### config.mk
export PLATFORM = sky130hd
export DESIGN_NAME = mic_frame_reader_flat
export DESIGN_NICKNAME = d
export VERILOG_FILES = /design/src/rtl/mic_pkg.sv /design/src/rtl/mic_frame_reader_if.sv /design/src/rtl/mic_skid_buf.sv /design/src/rtl/mic_frame_reader.sv /design/src/flat_wrapper.sv
export SDC_FILE = /design/constraint.sdc
export NUM_CORES = 1
export LEC_CHECK = 0
export BUFFER_PORTS_ARGS = -buffer_cell sky130_fd_sc_hd__buf_2
export CORE_MARGIN = 2
export CORE_UTILIZATION = 30
export CTS_CLUSTER_SIZE = 14
export DETAILED_ROUTE_END_ITERATION = 8
export SYNTH_ARGS = -nofsm -noshare
export SYNTH_HDL_FRONTEND = slang
export SYNTH_HIERARCHICAL = 1
export SYNTH_SLANG_ARGS = --single-unit
### constraint.sdc
create_clock -name clk -period 2.95 [get_ports clk]
set_input_delay 0.59 -clock clk [delete_from_list [all_inputs] [get_ports clk]]
set_output_delay 0.59 -clock clk [all_outputs]
set_load 0.05 [all_outputs]
### src/rtl/mic_pkg.sv
// mic_pkg: constants and encodings shared by the mic frame buffer blocks
// (mic_frame_reader, mic_data_store).
//   MIC_ADDR_W     frame buffer address width (depth = 2**MIC_ADDR_W)
//   MIC_DATA_W     signed sample width
//   mic_rd_state_e read-side controller state encoding
package mic_pkg;

  localparam int MIC_ADDR_W = 10;
  localparam int MIC_DATA_W = 18;

  typedef enum logic [1:0] {
    ST_IDLE  = 2'd0,
    ST_READ  = 2'd1,
    ST_DRAIN = 2'd2
  } mic_rd_state_e;

endpackage

### src/rtl/mic_frame_reader_if.sv
// mic_frame_reader_if: valid/ready sample stream from the frame reader to the
// cross-correlation engine.
//   m_valid  sample valid              (master -> slave)
//   m_ready  downstream accept         (slave  -> master)
//   m_data   signed sample             (master -> slave)
//   m_last   last sample of the burst  (master -> slave)
interface mic_frame_reader_if #(
  parameter int DATA_W = 18
);

  logic                     m_valid;
  logic                     m_ready;
  logic signed [DATA_W-1:0] m_data;
  logic                     m_last;

  modport master (output m_valid, output m_data, output m_last, input m_ready);
  modport slave  (input m_valid, input m_data, input m_last, output m_ready);

endinterface

### src/rtl/mic_skid_buf.sv
// mic_skid_buf: 2-entry valid/ready buffer. The writer never pushes into a
// full buffer (slots are reserved before the RAM read is issued), so there is
// no input ready. Output data is forced to 0 while empty.
//   clk, rst_n   clock, async active-low reset
//   in_valid_i   push in_data_i this cycle
//   in_data_i    entry to store
//   out_valid_o  head entry valid
//   out_ready_i  consumer accepts head
//   out_data_o   head entry
//   occ_o        current occupancy, 0..2
module mic_skid_buf #(
  parameter int W = 19
) (
  input  logic         clk,
  input  logic         rst_n,
  input  logic         in_valid_i,
  input  logic [W-1:0] in_data_i,
  output logic         out_valid_o,
  input  logic         out_ready_i,
  output logic [W-1:0] out_data_o,
  output logic [1:0]   occ_o
);

  logic [W-1:0] mem_q [2];
  logic         wptr_q;
  logic         rptr_q;
  logic [1:0]   cnt_q;
  logic         pop;

  assign out_valid_o = (cnt_q != 2'd0);
  assign pop         = out_valid_o & out_ready_i;
  assign out_data_o  = out_valid_o ? mem_q[rptr_q] : '0;
  assign occ_o       = cnt_q;

  always_ff @(posedge clk or negedge rst_n) begin
    if (!rst_n) begin
      mem_q[0] <= '0;
      mem_q[1] <= '0;
      wptr_q   <= 1'b0;
      rptr_q   <= 1'b0;
      cnt_q    <= 2'd0;
    end else begin
      if (in_valid_i) begin
        mem_q[wptr_q] <= in_data_i;
        wptr_q        <= ~wptr_q;
      end
      if (pop) rptr_q <= ~rptr_q;
      cnt_q <= cnt_q + {1'b0, in_valid_i} - {1'b0, pop};
    end
  end

endmodule

### src/rtl/mic_frame_reader.sv
// mic_frame_reader: read-side controller for the mic sample frame buffer.
// Waits for the store side to finish a frame, then streams FRAME_LEN samples
// from rd_base (wrapping modulo 2**ADDR_W) out of the buffer's port B into a
// valid/ready stream. A 2-entry skid buffer absorbs the RAM read latency.
//   clk, rst_n        clock, async active-low reset
//   store_busy        store side writing a frame
//   rd_req, rd_base   burst request pulse and start address
//   rd_en, rd_addr    buffer port-B enable/address
//   rd_data           buffer port-B data, RD_LAT cycles after rd_en
//   m                 output sample stream (master)
//   busy, done        burst active / 1-cycle completion pulse
//   overrun           sticky: store_busy rose during the burst
module mic_frame_reader
  import mic_pkg::*;
#(
  parameter int ADDR_W    = MIC_ADDR_W,
  parameter int DATA_W    = MIC_DATA_W,
  parameter int FRAME_LEN = 1024,
  parameter int RD_LAT    = 1
) (
  input  logic                     clk,
  input  logic                     rst_n,
  input  logic                     store_busy,
  input  logic                     rd_req,
  input  logic [ADDR_W-1:0]        rd_base,
  output logic                     rd_en,
  output logic [ADDR_W-1:0]        rd_addr,
  input  logic signed [DATA_W-1:0] rd_data,
  mic_frame_reader_if.master       m,
  output logic                     busy,
  output logic                     done,
  output logic                     overrun
);

  localparam int CNT_W = ADDR_W + 1;
  localparam logic [CNT_W-1:0] LAST_IDX = CNT_W'(FRAME_LEN - 1);

  mic_rd_state_e     state_q;
  logic [ADDR_W-1:0] base_q;
  logic [CNT_W-1:0]  issue_cnt_q;
  logic              busy_q, done_q, overrun_q;
  logic              pend_q, sb_prev_q;

  // Stage 0 is the read being issued this cycle; stage RD_LAT lines up with
  // valid rd_data and pushes into the skid buffer.
  logic [RD_LAT:1]   vld_pipe_q, last_pipe_q;
  logic [RD_LAT:0]   vld_pipe, last_pipe;

  logic              accept, issue, pop, is_last_issue;
  logic              sb_fall, sb_rise;
  logic [1:0]        infl;
  logic [2:0]        slots_used;
  logic [1:0]        skid_occ;
  logic [DATA_W:0]   skid_head;

  assign sb_fall       = sb_prev_q & ~store_busy;
  assign sb_rise       = ~sb_prev_q & store_busy;
  assign accept        = (state_q == ST_IDLE) & rd_req & pend_q & ~store_busy;
  assign pop           = m.m_valid & m.m_ready;
  assign is_last_issue = (issue_cnt_q == LAST_IDX);

  always_comb begin
    infl = 2'd0;
    for (int i = 1; i <= RD_LAT; i++) infl = infl + 2'(vld_pipe_q[i]);
  end

  // Skid slots are reserved at issue time. A sample leaving this cycle frees
  // its slot, which keeps the stream at 1 sample/cycle with RD_LAT = 1.
  assign slots_used = 3'(skid_occ) + 3'(infl);
  assign issue      = (state_q == ST_READ) & (slots_used < (3'd2 + 3'(pop)));

  assign vld_pipe  = {vld_pipe_q, issue};
  assign last_pipe = {last_pipe_q, issue & is_last_issue};

  assign rd_en   = issue;
  assign rd_addr = base_q + issue_cnt_q[ADDR_W-1:0];

  always_ff @(posedge clk or negedge rst_n) begin
    if (!rst_n) begin
      vld_pipe_q  <= '0;
      last_pipe_q <= '0;
    end else begin
      vld_pipe_q  <= vld_pipe[RD_LAT-1:0];
      last_pipe_q <= last_pipe[RD_LAT-1:0];
    end
  end

  mic_skid_buf #(.W(DATA_W + 1)) u_skid (
    .clk         (clk),
    .rst_n       (rst_n),
    .in_valid_i  (vld_pipe_q[RD_LAT]),
    .in_data_i   ({last_pipe_q[RD_LAT], rd_data}),
    .out_valid_o (m.m_valid),
    .out_ready_i (m.m_ready),
    .out_data_o  (skid_head),
    .occ_o       (skid_occ)
  );

  assign m.m_data = skid_head[DATA_W-1:0];
  assign m.m_last = skid_head[DATA_W];

  always_ff @(posedge clk or negedge rst_n) begin
    if (!rst_n) begin
      state_q     <= ST_IDLE;
      base_q      <= '0;
      issue_cnt_q <= '0;
      busy_q      <= 1'b0;
      done_q      <= 1'b0;
      overrun_q   <= 1'b0;
      pend_q      <= 1'b0;
      sb_prev_q   <= 1'b0;
    end else begin
      done_q    <= 1'b0;
      sb_prev_q <= store_busy;
      // A frame finishing in the same cycle a burst starts stays pending.
      if (sb_fall)     pend_q <= 1'b1;
      else if (accept) pend_q <= 1'b0;
      if (busy_q && sb_rise) overrun_q <= 1'b1;

      case (state_q)
        ST_IDLE: begin
          if (accept) begin
            state_q     <= ST_READ;
            base_q      <= rd_base;
            issue_cnt_q <= '0;
            overrun_q   <= 1'b0;
            busy_q      <= 1'b1;
          end
        end
        ST_READ: begin
          if (issue) begin
            issue_cnt_q <= issue_cnt_q + 1'b1;
            if (is_last_issue) state_q <= ST_DRAIN;
          end
        end
        ST_DRAIN: begin
          // The tagged last sample leaving the skid implies nothing remains
          // in flight or buffered.
          if (pop && m.m_last) begin
            state_q <= ST_IDLE;
            busy_q  <= 1'b0;
            done_q  <= 1'b1;
          end
        end
        default: state_q <= ST_IDLE;
      endcase
    end
  end

  assign busy    = busy_q;
  assign done    = done_q;
  assign overrun = overrun_q;

endmodule

### src/flat_wrapper.sv
// flat-port wrapper written by rule: the top's interface ports become plain ports
module mic_frame_reader_flat import mic_pkg::*;
#(
  parameter int ADDR_W    = MIC_ADDR_W,
  parameter int DATA_W    = MIC_DATA_W,
  parameter int FRAME_LEN = 1024,
  parameter int RD_LAT    = 1
)
  (clk, rst_n, store_busy, rd_req, rd_base, rd_en, rd_addr, rd_data, busy, done, overrun, m_m_valid, m_m_data, m_m_last, m_m_ready);
  mic_frame_reader_if #(.DATA_W(DATA_W)) m_i ();
  input  logic clk;
  input  logic rst_n;
  input  logic store_busy;
  input  logic rd_req;
  input  logic [ADDR_W-1:0] rd_base;
  output logic rd_en;
  output logic [ADDR_W-1:0] rd_addr;
  input  logic signed [DATA_W-1:0] rd_data;
  output logic busy;
  output logic done;
  output logic overrun;
  output wire logic [$bits(m_i.m_valid)-1:0] m_m_valid;
  output wire logic [$bits(m_i.m_data)-1:0] m_m_data;
  output wire logic [$bits(m_i.m_last)-1:0] m_m_last;
  input wire logic [$bits(m_i.m_ready)-1:0] m_m_ready;
  assign m_m_valid = m_i.m_valid;
  assign m_m_data = m_i.m_data;
  assign m_m_last = m_i.m_last;
  assign m_i.m_ready = m_m_ready;
  mic_frame_reader #(.ADDR_W(ADDR_W), .DATA_W(DATA_W), .FRAME_LEN(FRAME_LEN), .RD_LAT(RD_LAT)) u_core (.clk(clk), .rst_n(rst_n), .store_busy(store_busy), .rd_req(rd_req), .rd_base(rd_base), .rd_en(rd_en), .rd_addr(rd_addr), .rd_data(rd_data), .m(m_i), .busy(busy), .done(done), .overrun(overrun));
endmodule
; ---- Word-level counts from Yosys, hierarchy flattened
; Cells that the tools add are included.
[totals]
word_cells = 83
latchBits = 0
ram_bits = 0
regBits = 72
in_bits = 33
out_inout_bits = 34
mem_bits_ro = 0
mem_count = 0
[classes]
bitwise = 14
shift = 0
reduce_logical = 12
add_sub_neg = 6
div = 0
eq_ne = 7
muxes = 25
order_cmp = 4
multipliers = 0
[ops]
columns = op, n
row1 = 19-bit two-way mux, 5
row2 = 38-bit bitwise mux, 1
row3 = 11-bit two-way mux, 2
row4 = 11-bit one-hot mux with 2 select lines, 1
row5 = 19-bit demux with 1-bit select, 1
row6 = 11-bit by 1-bit adder with 11-bit output (second input constant), 1
row7 = 11-bit by 10-bit == test with 1-bit output (second input constant), 1
row8 = 10-bit adder, 1
row9 = 1-bit two-way mux, 9
row10 = 1-bit bitwise AND, 8
row11 = 2-bit two-way mux, 4
row12 = 2-bit by 1-bit inequality test with 1-bit output (second input constant), 4
row13 = 2-bit nonzero test, 4
row14 = 2-bit one-hot mux with 3 select lines, 1
row15 = 3-bit AND reduction, 2
row16 = 2-bit greater-or-equal comparator (second input constant), 2
row17 = 1-bit NOT, 4
row18 = 1-bit NOT with 2-bit output, 2
row19 = 4-bit AND reduction, 1
row20 = 2-bit by 1-bit adder with 3-bit output, 1
row21 = 2-bit by 1-bit adder with 3-bit output (first input constant), 1
row22 = 1-bit logical AND, 3
row23 = 3-bit < comparator, 1
row24 = 2-bit by 1-bit adder with 2-bit output, 1
row25 = 7 further kinds, 7

; ---- Logic depth before layout (Yosys ltp)
[logic_depth]
depth_word = 8
depth_mapped = 9
depth_no_buf = 8

; ---- Modules after synthesis
; Netlist, hierarchy kept.
[modules_own_cells]
columns = mod, n_inst, area_each_um2, cells_each, seq_area_each_um2
row1 = mic_skid_buf, 1, 1936.9, 139, 1051.0
row2 = mic_frame_reader, 1, 1675.4, 179, 750.7

; ---- Worst setup path after synthesis
; No wires, ideal clock.
[synth_path]
path_kind = reg-to-output
start = register u_core.issue_cnt_q[0]
end = output rd_addr[8]
setup_slack_ps = 109
stages_incl_launch_ff = 9
path_buffers = 0
t_arrival_ps = 2251
t_required_ps = 2360
cell_sequence = dfrtp_1 -> ha_1 -> inv_1 -> fa_1 -> inv_1 -> a21o_1 -> a41o_1 -> o41ai_1 -> xnor2_1
[synth_between]
elab_chain_cells = 1
[synth_lines]
columns = element, line
row1 = from (decl), mic_frame_reader.sv:40  ; logic [CNT_W-1:0] issue_cnt_q;
row2 = from (signal assigned), mic_frame_reader.sv:132  ; issue_cnt_q <= issue_cnt_q + 1'b1;
row3 = 10-bit adder, mic_frame_reader.sv:76  ; assign rd_addr = base_q + issue_cnt_q[ADDR_W-1:0];
row4 = to (decl), flat_wrapper.sv:17  ; output logic [ADDR_W-1:0] rd_addr;
; Every way passes these cells.

; ---- Worst setup path after layout
; Same ends and word-level chain as after synthesis.

==> impl_metrics.json <==
{
  "pre_cts_slack_ns": 0.121,
  "syn_to_final_growth_pct": 25.6,
  "ys_ff_latch": 72,
  "wire_per_inst_microns": 14.1,
  "grt_use_total_pct": 12.9,
  "cp.required_ns": 2.36,
  "synth_area_sq_um": 3610,
  "cp-start-kind": "register",
  "yosys.area.top_type": "dfrtp_1",
  "r2r_end": "u_core/issue_cnt_q[8]",
  "async_flop_share_pct": 100,
  "clockBufferDepth": 2,
  "syn_avg_cell_area_sq_um": 11.4,
  "ys_types": 45,
  "finClkSkew_ns": 0.00509,
  "cts_made_buffers": 9,
  "clkSinkCount": 72,
  "yosys-top-cells-area": "dfrtp_1 (50%), mux2_2 (8.7%), mux2i_1 (5.8%)",
  "fmax_ghz": 0.349,
  "arrival_ns": 2.27,
  "ys.flop_type": "dfrtp_1",
  "grt_setup_unrepaired": "yes",
  "holdBufCountCts": 0,
  "cp-startpoint": "u_core/issue_cnt_q[0]",
  "dieArea_sq_um": 12900,
  "antenna_cells": 0,
  "remaining_drc_errors": 0,
  "worst_slack_ns": 0.0871,
  "fin_crit_ns": 2.86,
  "crit_fanout": 2,
  "tightestPinTransition_ns": 0.586,
  "grt_overflow": 0,
  "viasPerCell": 4.71,
  "cts_tree": "built",
  "reg2reg_from": "u_core/vld_pipe_q",
  "drive_gt1_share_pct": 38.6,
  "hold_path.class": "in -> async",
  "num_vias": 2588,
  "pin_count": 67,
  "rrSetupSlack_ns": 0.82,
  "grt_pass1_vias": 2658,
  "reg2reg_depth": 6,
  "port_buffers": 66,
  "antenna_found_initial": 0,
  "ys_seq_area_share_pct": 49.9,
  "drtIter0Drc": 105,
  "relSlewSlack_pct": 61.0,
  "endpoint_kind": "primary output",
  "wl_mm": 7.72,
  "dp_hpwl_mm": 5.30,
  "insertion_delay_ns": 0.33,
  "synth_nets": 366,
  "synthCells": 318,
  "clock-root-buffer": "clkbuf_16",
  "drv_cap": 0,
  "finalCritPeriodShare_pct": 97.0,
  "grt_max_degree": 31,
  "start_util_pct": 30.5,
  "die-width_microns": 114,
  "slew_viol_final": 0,
  "synth_edf_count": 0,
  "crit_end": "rd_addr[8]",
  "worstSetupPathType": "reg -> out",
  "clk_pin_slew_worst_paths_ns": 0.06,
  "nets": 445,
  "fp.dieH_microns": 114,
  "dr.pass1.iters": 4,
  "synth.most_common_cell": "dfrtp_1",
  "globalplace.congestion": 0.828,
  "status": "finished clean",
  "rows": 40,
  "yosysTopAreaCellShare_pct": 49.9,
  "hold_viol": 0,
  "grt_first_pass_wirelength_mm": 13.1,
  "synthTopCellsByCount": "dfrtp_1 (72), nand2_1 (41), nor2_1 (30)",
  "core_area_sq_um": 11900,
  "ys.warnings.count": 6,
  "htree_num_levels": 3,
  "postRouteAntennaNets": 0,
  "setup_violations": 0
}
==> placed cells by master, fill, tap and decap left out, types with 2 or more instances in the layout <==
cell	instances
and3_1	2
a21oi_1	7
inv_2	3
o31ai_1	3
buf_4	15
buf_2	63
o21ai_0	10
dfrtp_2	3
nor2_2	2
xor2_1	5
mux2_2	28
dfrtp_1	69
ha_4	4
nand4_1	4
clkbuf_16	9
nand3_1	5
clkinv_4	2
nor2_1	30
a21o_1	3
ha_1	10
mux2_4	10
inv_1	10
xnor2_1	11
mux2i_1	21
nand2_1	41
==> metal layers <==
layer,global-route usage [%],part of all wire [%],vias up
met2,19.9,45,71
met4,4.31,1.3,0
met1,17.0,48,1254
met3,4.52,5.9,9
met5,0,0,-
li1,-,-,1254
==> critical path, stage by stage, from the launching register on <==
cell     delay, ns
dfrtp_2       0.43
ha_4          0.17
inv_2         0.05
fa_2          0.21
inv_2         0.03
a21o_1        0.17
a41o_1        0.20
o41ai_2       0.30
xnor2_1       0.16
buf_4         0.22
==> sequential cells by signal (all words and copies together) (netlist names) <==
signal,cells
u_core/u_skid/rptr_q,1
u_core/base_q,10
u_core/sb_prev_q,1
u_core/state_q,2
u_core/u_skid/wptr_q,1
u_core/done,1
u_core/last_pipe_q,1
u_core/vld_pipe_q,1
u_core/issue_cnt_q,11
u_core/busy,1
u_core/u_skid/occ_o,2
u_core/pend_q,1
u_core/overrun,1
u_core/u_skid/mem_q,38
==> what timing repair did <==
item,CTS,global route
setup buffers,3,2
pin swaps,1,9
gates resized for setup,8,13
gates cloned,0,0
hold endpoints to repair,0,0
setup endpoints to repair,3,3
==> through the flow <==
step	setup TNS (ns)	utilization, %	area (sq um)	std cells	hold WS [ns]
after floorplan	0	-	3610	318	0.294
after global placement	0	34.6	4110	528	0.468
after detailed placement	0	34.6	4110	528	0.474
after CTS	0	37.8	4480	547	0.239
after global routing	-0.0184	38.3	4540	549	0.277
final	0	38.3	4540	549	0.230
==> final cells by class <==
type | count | area, sq um
Clock buffer | 10 | 229
Clock inverter | 6 | 68.8
Fill cell | 1167 | 7320
Inverter | 14 | 52.6
Multi-Input combinational cell | 222 | 1770
Sequential cell | 72 | 1810
Tap cell | 147 | 184
Timing Repair Buffer | 78 | 428
==> cell families after synthesis <==
logic type	Yosys count	share of synthesized area, %
fa+ha+maj	15	5.40
mux	59	18.7
simple gates	97	12.4
buf+inv	24	3.43
xor+xnor	16	3.88
flops	72	49.9
compound gates	35	6.34
==> worst min-delay path by stage <==
stage                                start  slack, ns  cells after the start                       to
after detailed placement  u_core/base_q[8]       0.47                      2         u_core/base_q[8]
final                                rst_n       0.23                      1  u_core/u_skid/mem_q[25]
after CTS                            rst_n       0.24                      1   u_core/u_skid/mem_q[5]
after global routing                 rst_n       0.28                      1   u_core/u_skid/mem_q[6]
after floorplan                      rst_n       0.29                      0         u_core/base_q[0]
after global placement    u_core/base_q[5]       0.47                      2         u_core/base_q[5]
Power is left out: the tool's default activity adds up to more than one toggle a clock period on the data nets, which glitch-free logic cannot reach.
